==> config.mk <==
export PLATFORM = sky130hd
export DESIGN_NAME = stack_ctl
export DESIGN_NICKNAME = d
export VERILOG_FILES = /design/src/rtl/stack_pkg.sv /design/src/rtl/stack_depth.sv /design/src/rtl/stack_ctl.sv
export SDC_FILE = /design/constraint.sdc
export NUM_CORES = 1
export LEC_CHECK = 0
export BUFFER_PORTS_ARGS = -buffer_cell sky130_fd_sc_hd__buf_2
export CAP_MARGIN = 20
export CELL_PAD_IN_SITES_DETAIL_PLACEMENT = 0
export CELL_PAD_IN_SITES_GLOBAL_PLACEMENT = 2
export CORE_MARGIN = 5
export CORE_UTILIZATION = 32
export DETAILED_ROUTE_END_ITERATION = 10
export MAX_ROUTING_LAYER = met4
export PLACE_DENSITY_LB_ADDON = 0.1
export SKIP_LAST_GASP = 1
export SLEW_MARGIN = 20
export SYNTH_ARGS = -nofsm -noshare
export SYNTH_HDL_FRONTEND = slang
export SYNTH_SLANG_ARGS = --single-unit
==> constraint.sdc <==
create_clock -name clk -period 3 [get_ports clk]
set_clock_uncertainty 0.05 [all_clocks]
set_input_delay 0.3 -clock clk [delete_from_list [all_inputs] [get_ports clk]]
set_output_delay 0.3 -clock clk [all_outputs]
set_load 0.02 [all_outputs]
==> src/rtl/stack_pkg.sv <==
// Shared definitions for the stack sequencer and the shift-register stacks.
// Op codes on the request side, delta encodings and fill pattern on the stack side.
package stack_pkg;

    localparam logic [2:0] OP_NOP     = 3'b000;
    localparam logic [2:0] OP_PUSH    = 3'b001;
    localparam logic [2:0] OP_POP     = 3'b010;
    localparam logic [2:0] OP_REPLACE = 3'b011;
    localparam logic [2:0] OP_POPREPL = 3'b100;

    // delta bit0 = move, bit1 = direction (1 = pop)
    localparam logic [1:0] DELTA_NONE = 2'b00;
    localparam logic [1:0] DELTA_PUSH = 2'b01;
    localparam logic [1:0] DELTA_POP  = 2'b11;

    // Value the stack shifts into vacated tail cells.
    localparam logic [17:0] EMPTY_FILL = 18'h15555;

    typedef struct packed {
        logic       we;
        logic [1:0] delta;
    } stk_ctl_t;

    // Reserved codes fall through to a plain NOP.
    function automatic stk_ctl_t op_encode(input logic [2:0] op);
        stk_ctl_t c;
        c.we    = 1'b0;
        c.delta = DELTA_NONE;
        case (op)
            OP_PUSH:    begin c.we = 1'b1; c.delta = DELTA_PUSH; end
            OP_POP:     begin c.we = 1'b0; c.delta = DELTA_POP;  end
            OP_REPLACE: begin c.we = 1'b1; c.delta = DELTA_NONE; end
            OP_POPREPL: begin c.we = 1'b1; c.delta = DELTA_POP;  end
            default:    begin c.we = 1'b0; c.delta = DELTA_NONE; end
        endcase
        return c;
    endfunction

endpackage

==> src/rtl/stack_depth.sv <==
// Saturating stack occupancy counter with over/underflow detection.
// Depth updates on the accepting edge; error pulses are combinational in the accept cycle.
// No backpressure of its own: only counts when accept is asserted.
module stack_depth
    import stack_pkg::*;
#(
    parameter int DEPTH = 16,
    parameter int DW    = $clog2(DEPTH + 2)
) (
    input  logic          clk,
    input  logic          rst_n,
    input  logic          accept,
    input  logic [2:0]    op,
    output logic [DW-1:0] depth,
    output logic          ovf,
    output logic          unf
);

    localparam logic [DW-1:0] CAP = DW'(DEPTH + 1);

    logic [DW-1:0] depth_nxt;

    always_comb begin
        depth_nxt = depth;
        ovf       = 1'b0;
        unf       = 1'b0;
        if (accept) begin
            case (op)
                OP_PUSH: begin
                    if (depth == CAP) ovf = 1'b1;
                    else              depth_nxt = depth + DW'(1);
                end
                OP_POP: begin
                    if (depth == '0) unf = 1'b1;
                    else             depth_nxt = depth - DW'(1);
                end
                OP_REPLACE: begin
                    if (depth == '0) begin
                        unf = 1'b1;
`ifndef STACK_CTL_GUARD_EN
                        // The write invents a head cell out of nothing.
                        depth_nxt = DW'(1);
`endif
                    end
                end
                OP_POPREPL: begin
                    if (depth >= DW'(2)) depth_nxt = depth - DW'(1);
                    else begin
                        unf = 1'b1;
`ifndef STACK_CTL_GUARD_EN
                        depth_nxt = DW'(1);
`endif
                    end
                end
                default: depth_nxt = depth;
            endcase
        end
    end

    always_ff @(posedge clk or negedge rst_n) begin
        if (!rst_n) depth <= '0;
        else        depth <= depth_nxt;
    end

endmodule

==> src/rtl/stack_ctl.sv <==
// Stack op sequencer: registers ops into stack we/delta/wd, tracks depth, sticky errors (opt. STACK_CTL_GUARD_EN).
// Latency 1 cycle from acceptance to stack control outputs.
// req_ready = !hold; while hold is high every output register and depth is frozen.
module stack_ctl
    import stack_pkg::*;
#(
    parameter int WIDTH = 18,
    parameter int DEPTH = 16,
    parameter int DW    = $clog2(DEPTH + 2)
) (
    input  logic             clk,
    input  logic             rst_n,
    input  logic             hold,
    input  logic             req_valid,
    output logic             req_ready,
    input  logic [2:0]       req_op,
    input  logic [WIDTH-1:0] req_data,
    output logic             stk_we,
    output logic [1:0]       stk_delta,
    output logic [WIDTH-1:0] stk_wd,
    output logic [DW-1:0]    depth,
    output logic             empty,
    output logic             full,
    output logic             err_ovf,
    output logic             err_unf,
    input  logic             err_clr
);

    localparam logic [DW-1:0] CAP = DW'(DEPTH + 1);

    logic     accept;
    logic     ovf_pulse;
    logic     unf_pulse;
    logic     issue;
    stk_ctl_t enc;

    assign req_ready = !hold;
    assign accept    = req_valid && !hold;
    assign enc       = op_encode(req_op);

`ifdef STACK_CTL_GUARD_EN
    // Faulting ops are flagged but reach the stack as NOP so its contents survive.
    assign issue = accept && !(ovf_pulse || unf_pulse);
`else
    assign issue = accept;
`endif

    stack_depth #(
        .DEPTH (DEPTH),
        .DW    (DW)
    ) u_depth (
        .clk    (clk),
        .rst_n  (rst_n),
        .accept (accept),
        .op     (req_op),
        .depth  (depth),
        .ovf    (ovf_pulse),
        .unf    (unf_pulse)
    );

    always_ff @(posedge clk or negedge rst_n) begin
        if (!rst_n) begin
            stk_we    <= 1'b0;
            stk_delta <= DELTA_NONE;
            stk_wd    <= '0;
        end else if (!hold) begin
            if (issue) begin
                stk_we    <= enc.we;
                stk_delta <= enc.delta;
                if (enc.we) stk_wd <= req_data;
            end else begin
                stk_we    <= 1'b0;
                stk_delta <= DELTA_NONE;
            end
        end
    end

    // Set beats clear; clear works even while stalled.
    always_ff @(posedge clk or negedge rst_n) begin
        if (!rst_n) begin
            err_ovf <= 1'b0;
            err_unf <= 1'b0;
        end else begin
            if (ovf_pulse)    err_ovf <= 1'b1;
            else if (err_clr) err_ovf <= 1'b0;
            if (unf_pulse)    err_unf <= 1'b1;
            else if (err_clr) err_unf <= 1'b0;
        end
    end

    assign empty = (depth == '0);
    assign full  = (depth == CAP);

endmodule

[Word level (Yosys, flattened, before mapping)]
Index checks and enable logic that the tools add are counted.
Operators by class
  reductions and logical operators: 9
  order comparisons: 1
  equal/unequal tests: 8
  bitwise operators: 1
  mux-type cells: 18
  $add $sub $neg: 2
Operators by type and width (count)
  $mux 5: 4
  $pmux 5 s4: 1
  $pmux 3 s4: 1
  $mux 1: 10
  $eq 3x2->1 const B: 2
  $ne 2x2->1 const B: 3
  $add 5x1->5 const B: 1
  $eq 5x5->1 const B: 1
  $ge 5x2->1 const B: 1
  $logic_not 5->1: 1
  $reduce_and 5->1: 1
  $sub 5x1->5 const B: 1
  $reduce_bool 2->1: 2
  $reduce_bool 4->1: 1
  $eq 3x1->1 const B: 1
  $eq 3x3->1 const B: 1
  $reduce_and 3->1: 1
  $mux 2: 1
  $pmux 1 s2: 1
  $reduce_or 2->1: 1
  $logic_and 1x1->1: 1
  $logic_not 1->1: 1
  $not 1->1: 1
Word-level totals
  output and inout bits: 31
  register bits: 28

[Logic depth before layout (Yosys ltp)]
Gate-level depths: netlist of the first run.
  word-level depth: 5
  gate-level depth with buffers: 8
  gate-level depth less buffers: 8

[Modules after synthesis]
From an unflattened synthesis of the first run, not the netlist that was laid out.
Second synthesis, totals
  cell total of the unflattened synthesis: 237
  area total of the unflattened synthesis: 2200.9 sq um
By module, submodules not included
  stack_ctl: times used 1, area each 1665.3 sq um, cells an instance 171, seq. area each 575.6 sq um
  stack_depth: times used 1, area each 535.5 sq um, cells an instance 66, seq. area each 125.1 sq um

[Worst setup path after synthesis of the first run]
Ideal clock, no wire load.
  path kind: register -> register
  from: reg u_depth.depth[0]
  to: reg u_depth.depth[2]
  setup time: 0.144 ns
  cell stages (with the launch flop): 9
  path buffers: 0
  clock period less this slack: 2.133 ns
  data arrival time: 1.939 ns
  path slack: 0.867 ns
  cells stage by stage: dfrtp_1 -> inv_1 -> ha_1 -> or4b_4 -> clkinv_2 -> nor2_2 -> o311a_4 -> a31oi_1 -> a31oi_1
On the way
  cells in the longest elaborated chain, start to end: 3
RTL lines
  from (decl): line stack_depth.sv:14  | output logic [DW-1:0] depth,
  from (signal assigned): line stack_depth.sv:62  | else depth <= depth_nxt;
  $logic_not 5->1 *
  named net empty: line stack_ctl.sv:22  | output logic empty,
  $ne 2x2->1 (no line)
  $reduce_and 5->1 (no line) *
The timed path passes the listed nets; every way through them passes the cells marked *. The select of a mux whose other input is x is not followed.
A chain may end at the register's enable or synchronous reset.

[Final worst setup path of the first run]
  from: reg u_depth.depth[1]
  to: out empty
On the way
  cells in the longest elaborated chain, start to end: 1
RTL lines
  $logic_not 5->1: line stack_ctl.sv:91  | assign empty = (depth == '0);
  to (decl): line stack_ctl.sv:22
No other way between the ends.

==> results by group, run 1 <==
Logic synthesis
  • Synth warn: 0
  • Post-Syn Instances: 141
  • Register area share after synthesis: 44.6%
  • EDFF count, synth: 0
  • Syn_area_per_cell: 11.1 µm²
  • Post-synth ARST share: 100%
  • Main synth FF type: dfrtp_1
  • Syn Std Cell Area: 1570 µm²
  • Cell variety after synth: 45
  • Syn nets: 172
  • #FFs+latches synth: 28

STA
  • RSZ-0062 raised after global routing: no
  • Final setup fails: 0
  • Slew Viols, Final: 0
  • Final min period: 2160 ps
  • Slew HR: 47.8%
  • Fin Setup TNS: 0 ps
  • Hold Slack: 146 ps
  • Final Hold Viols: 0
  • Final Cycle Share: 71.9%
  • Actual slew at the worst max-slew pin: 776 ps
  • Fmax: 0.464 GHz

Clock network
  • Clk_lat worst skew: 280 ps
  • H-tree Lvls: 1
  • CTS sink cnt: 28
  • Num CTS Buffers: 3
  • TritonCTS clock tree: yes
  • Clk slew on worst S/H paths: 110 ps
  • Clock Root Buffer: clkbuf_8
  • Clock tree buffer depth: 2

Finish
  • Util after Layout: 41.9%
  • Area Overhead vs Synth: 26.8%
  • Most frequent cells in the layout: buf_2 (56), dfrtp_1 (28), mux2_1 (18), nand2_1 (15)
  • Storage cell area: 701 µm²
  • Design area: 1990 µm²
  • Fillers: 494
  • Share of cells above drive strength 1: 37.1%
  • Multi-input logic area: 817 µm²
  • Commonest non-fill, non-tap cell in the layout: buf_2
  • Diode count: 0
  • NumNets Final: 229
  • Non-filler cells, final: 264

Critical path
  • Crit end category: output pin
  • Critical path's largest stage delay: 490 ps
  • CP top delay family: flip-flops
  • Critical-path cell list: inv_1, ha_1, or4b_4, clkinv_2, buf_2
  • R2R Setup Slk: 860 ps
  • Critical path class: register to output pin
  • Worst path slowest cell: dfrtp_1
  • WP buf/inv: 3
  • Critical path arrival: 1810 ps
  • Critical Path RT: 2650 ps
  • Critical Path Source Type: register
  • CP max FO: 9

Job
  • Max cap viols: 0

Drt
  • DRC: 0
  • Final WL: 4130 µm
  • Drt pass-1 iters: 4
  • Vias per std cell: 5.02
  • Vias: 1324
  • DRT antenna net count: 0
  • DRT iter0 DRCs: 47
  • Drt wl/cell: 15.7 µm

Floorplan
  • Core area: 4750 µm²
  • Starting Density: 33.0%
  • Die Span X: 80.1 µm
  • # rows: 25
  • Die area: 6410 µm²
  • Top-Level Pins: 57
  • Die H: 80.1 µm

Global route
  • Vias in the first global route: 1335
  • Largest net degree at the start of global routing: 29
  • Initial antenna violation count: 0
  • Gr usage total: 13.4%
  • Overflow after GRT: 0
  • First-pass GRT wire length: 6590 µm

Place
  • Input/output buffers: 56
  • Post-DP HPWL: 3040 µm
  • Routability cong.: 0.817
  • Placed insts: 259
  • Placed Instance Area: 1910 µm²

Power
  • Max IR drop VDD: 334 µV
  • Pwr Density: 705 nW/µm²
  • Leak Pwr: 0.931 nW

Worst hold path
  • Min-delay worst type: input pin to register

Run status
  • Outcome: finished, final reports clean
-- per-layer routing --
layer	wire length, µm	part of all wire (%)	global-route usage, %	up-vias
li1	-	-	-	639
met2	1910	46	21.0	40
met4	44	1.1	3.89	0
met5	0	0	-	-
met1	1890	46	17.0	641
met3	292	7.1	3.48	4
-- sequential cells by signal, indices dropped and copies added (netlist names) --
name           count
stk_delta          2
u_depth.depth      5
stk_we             1
stk_wd            18
err_unf            1
err_ovf            1
-- synthesized netlist by cell type, types with 3 or more instances --
cell / n / area (µm²)
nand2_1: 15 / 56.3
nor2_2: 3 / 18.8
a21oi_1: 3 / 15.0
o21ai_0: 3 / 15.0
nor3_1: 5 / 25.0
ha_1: 5 / 62.6
mux2_1: 18 / 203
o21ai_1: 3 / 15.0
a31oi_1: 4 / 25.0
a221o_1: 3 / 30.0
inv_1: 6 / 22.5
o211ai_1: 3 / 22.5
o22ai_1: 6 / 37.5
dfrtp_1: 28 / 701
-- cell families after synthesis --
logic type / after synthesis / share of synthesized area, %
xor+xnor: 1 / 0.558
fa+ha+maj: 5 / 3.98
buf+inv: 12 / 3.35
mux: 19 / 13.5
simple gates: 40 / 14.6
flops: 28 / 44.6
compound gates: 36 / 19.4
-- power breakdown --
part,internal [mW],switching [mW]
Combinational,0.206,0.326
Sequential,0.466,0.0962
Clock,0.179,0.129
-- stage by stage --
step | power, mW | setup WS (ps)
3_3_place_gp | 1.10 | 940
2_1_floorplan | 0.907 | 867
4_1_cts | 1.42 | 835
5_1_grt | 1.49 | 757
6_report | 1.40 | 844
3_5_place_dp | 1.11 | 885
-- final cells by class --
| type | instances | share of cell area (%) |
|---|---|---|
| inverters | 7 | 1.38 |
| multi-input cells | 101 | 41.0 |
| clock buffers | 3 | 2.07 |
| clock inverters | 1 | 1.51 |
| flip-flops and latches | 28 | 35.2 |
| repair buffers | 57 | 14.6 |
| well taps | 67 | 4.21 |
-- repair_timing --
item / 4_1_cts / 5_1_grt
buffers inserted: 0 / 0
hold buffers: 1 / 0
hold endpoints to repair: 6 / 0
gates resized for setup: 0 / 0
-- final timing paths --
kind | depth (start not counted) | to | start
max reg2reg | 8 | u_depth.depth[2]$_DFFE_PN0P_ | u_depth.depth[1]$_DFFE_PN0P_
min | 2 | err_unf$_DFFE_PN0P_ | err_clr
min in group asynchronous | 2 | stk_delta[0]$_DFFE_PN0N_ | rst_n
min reg2reg | 2 | stk_we$_DFFE_PN0N_ | stk_we$_DFFE_PN0N_
max in group asynchronous | 2 | stk_wd[9]$_DFFE_PN0P_ | rst_n
max | 5 | empty | u_depth.depth[1]$_DFFE_PN0P_
No activity file was read; power rests on OpenSTA's default activity.
==> run 2: changes to the inputs <==
ABC_AREA = 1   (was unset)
CORE_UTILIZATION = 24   (was 32)
clock period = 1.78 ns   (was 3 ns; I/O delays follow)
==> run 2 against run 1 <==
Net effect: first-iteration DRC count is 8.5% lower; cell area rose by 1.3%; final cell count is 28% higher; routed wire length is 7.2% higher; total power increased by 83%; worst setup slack worse by 750 ps; hold slack got worse by 75 ps; critical endpoint unchanged.
==> results by group, run 2 <==
STA
  • Final Cycle Share: 94.5%
  • Fmax: 0.594 GHz
  • Fin Setup TNS: 0 ps (unchanged)
  • Slew HR: 55.5% (+7.7 points)
  • Final Hold Viols: 0 (unchanged)
  • RSZ-0062 raised after global routing: no
  • Final min period: 1680 ps
  • Slew Viols, Final: 0 (unchanged)
  • Final setup fails: 0 (unchanged)
  • Actual slew at the worst max-slew pin: 667 ps (-109 ps)

Clock network
  • Clk_lat worst skew: 280 ps (about the same)
  • Clock tree buffer depth: 2 (unchanged)
  • H-tree Lvls: 1 (unchanged)
  • CTS sink cnt: 28 (unchanged)
  • Num CTS Buffers: 3 (unchanged)
  • Clock Root Buffer: clkbuf_8
  • TritonCTS clock tree: yes
  • Clk slew on worst S/H paths: 100 ps (about the same)
  • Post-CTS setup buffer count: 0 (unchanged)

Logic synthesis
  • Syn nets: 232 (+35%)
  • Post-synth ARST share: 100% (unchanged)
  • Post-Syn Instances: 201 (+43%)
  • Cell variety after synth: 22 (-51%)
  • Most frequent cell after synthesis: nand2_1
  • Synth area leader: dfrtp_1
  • Syn_area_per_cell: 7.91 µm² (-29%)
  • EDFF count, synth: 0 (unchanged)
  • Synth cell count leaders: nand2_1 (82), nand3_1 (29), dfrtp_1 (28)
  • Synth warn: 0 (unchanged)
  • #FFs+latches synth: 28 (unchanged)
  • Area contributors post-synth: dfrtp_1 (44%), nand2_1 (19%), nand3_1 (9.1%)
  • Post-synth top area share: 44.1% (-0.53 points)
  • Register area share after synthesis: 44.1% (-0.53 points)
  • Main synth FF type: dfrtp_1
  • Syn Std Cell Area: 1590 µm² (+1.2%)

Global route
  • First-pass GRT wire length: 7330 µm (+11%)
  • Initial antenna violation count: 0 (unchanged)
  • Largest net degree at the start of global routing: 29 (unchanged)
  • Gr usage total: 11.0% (-2.4 points)
  • Vias in the first global route: 1451 (+8.7%)
  • Overflow after GRT: 0 (unchanged)

Worst hold path
  • Min-delay worst type: input pin to register
  • Worst Hold Endpoint: stk_wd[6]$_DFFE_PN0P_
  • Hold depth: 3 (+1)
  • HP Start: req_data[6]

Critical path
  • Worst r2r src: u_depth.depth[0]$_DFFE_PN0P_
  • R2R Setup Slk: 240 ps (-620 ps)
  • R2R Path End: err_unf$_DFFE_PN0P_
  • Critical Path RT: 1550 ps (-1100 ps)
  • CP max FO: 6 (-3)
  • Worst r2r path cells: 8 (unchanged)
  • Crit end category: output pin
  • Critical Path Source Type: register
  • Critical path arrival: 1450 ps (-360 ps)
  • Critical path class: register to output pin

Floorplan
  • # rows: 29 (+16%)
  • Top-Level Pins: 57 (unchanged)
  • Die Span X: 91.4 µm (+14%)
  • Starting Density: 24.9% (-8.1 points)
  • Die area: 8350 µm² (+30%)
  • Core area: 6390 µm² (+34%)
  • Die H: 91.4 µm (+14%)

Drt
  • DRC: 0 (unchanged)
  • Final WL: 4430 µm (+7.2%)
  • Drt pass-1 iters: 5 (+1)
  • Vias: 1441 (+8.8%)
  • DRT iter0 DRCs: 43 (-8.5%)
  • Vias per std cell: 4.28 (-15%)
  • Drt wl/cell: 13.2 µm (-16%)
  • DRT antenna net count: 0 (unchanged)

Finish
  • Share of cells above drive strength 1: 34.2% (-2.8 points)
  • Largest registers: stk_wd (18), u_depth.depth (5), stk_delta (2)
  • Most frequent cells in the layout: nand2_1 (82), buf_2 (56), nand3_1 (29), dfrtp_1 (27), inv_1 (12)
  • Max FFs per register: 18 (unchanged)
  • NumNets Final: 292 (+28%)
  • Util after Layout: 31.6% (-10 points)
  • Fillers: 713 (+44%)
  • Area Overhead vs Synth: 26.9%
  • Reg with most FFs: stk_wd
  • Commonest non-fill, non-tap cell in the layout: nand2_1
  • Storage cell area: 702 µm² (+0.18%)
  • Multi-input logic area: 774 µm² (-5.2%)
  • Diode count: 0 (unchanged)

Power
  • Int Power: 1.40 mW (+65%)
  • Max IR drop VDD: 504 µV (+51%)
  • Sw Ratio: 45.2% (+5.8 points)
  • Clk network pwr share: 15.9% (-6.1 points)
  • Flop pwr share: 36.1% (-4.0 points)
  • Leak Pwr: 1.20 nW (+29%)
  • P_sw: 1.16 mW (+110%)
  • Pwr Density: 1270 nW/µm² (+80%)
  • Logic gate share of total power: 48.0% (+10 points)

Run status
  • Outcome: finished, final reports clean

Place
  • Input/output buffers: 56 (unchanged)
  • Routability cong.: 0.776 (-5.0%)
  • Post-DP HPWL: 3410 µm (+12%)

Job
  • Max cap viols: 0 (unchanged)
run 2: changes by cell type in the layout (fill, tap and decap cells not counted), moves of 4 or more:
cell	change
a31oi_1	-4
inv_1	+6
inv_2	+7
mux2_1	-18
nand2_1	+67
nand2_4	+5
nand3_1	+28
nor3_1	-5
o22ai_1	-6
run 2: per-stage QoR:
step	cells	setup WS, ps	hold slack [ps]	total power, mW	instance area [µm²]
3_3_place_gp	332	159	214	2.21	1950
3_5_place_dp	332	190	206	2.17	1950
2_1_floorplan	201	147	-168	1.78	1590
5_1_grt	337	6.25	76.3	2.78	2020
6_report	337	97.1	70.3	2.56	2020
4_1_cts	337	3.97	63.1	2.61	2020
run 2: kinds of logic after synthesis:
kind of cell	Yosys count	synth area share, %
AOI/OAI and AO/OA	4	1.42
xor gates and xnor gates	2	1.10
adders and majority gates	5	3.94
buffers and inverters	25	7.16
DFF	28	44.1
and+or+nand+nor	137	42.3
run 2: worst max-delay path by stage:
stage | from | to | slack (ps) | cells past startpoint
after CTS | u_depth.depth[0]$_DFFE_PN0P_ | empty | 4 | 5
after global routing | u_depth.depth[1]$_DFFE_PN0P_ | full | 6 | 5
final | u_depth.depth[0]$_DFFE_PN0P_ | empty | 100 | 5
after floorplan | u_depth.depth[0]$_DFFE_PN0P_ | u_depth.depth[4]$_DFFE_PN0P_ | 150 | 10
after global placement | u_depth.depth[0]$_DFFE_PN0P_ | u_depth.depth[3]$_DFFE_PN0P_ | 160 | 9
after detailed placement | u_depth.depth[0]$_DFFE_PN0P_ | err_unf$_DFFE_PN0P_ | 190 | 8
run 2: what timing repair did:
item | in CTS | in global routing
resized for setup | 0 | 2
endpoints found under the hold margin | 28 | 0
setup endpoints to repair | 0 | 2
hold buffers | 1 | 0
run 2: worst max-delay path, cell delays in order, from the launching register on:
cell and delay (ps):
dfrtp_1 470, inv_2 110, ha_1 250, nand3_4 110, clkinv_2 80, buf_2 160
run 2: power by group through the flow:
stage               registers, mW  clock network (mW)  logic (mW)
finish                      0.925               0.408        1.23
global route                0.953               0.449        1.38
CTS                         0.926               0.431        1.25
detailed placement          0.938                   0        1.24
global placement            0.936                   0        1.28
floorplan                    1.08                   0       0.699
run 2: cell type report:
type / count / area share (%)
multi-input cells: 148 / 38.4
well taps: 77 / 4.78
flip-flops and latches: 28 / 34.8
repair buffers: 60 / 15.5
inverters: 20 / 3.78
clock buffers: 4 / 2.73
run 2: routing by layer:
layer | up-vias | wire length [µm] | track usage, %
li1 | 753 | - | -
met5 | - | 0 | -
met4 | 0 | 57 | 3.67
met1 | 639 | 2120 | 14.9
met3 | 4 | 233 | 1.49
met2 | 45 | 2020 | 16.8
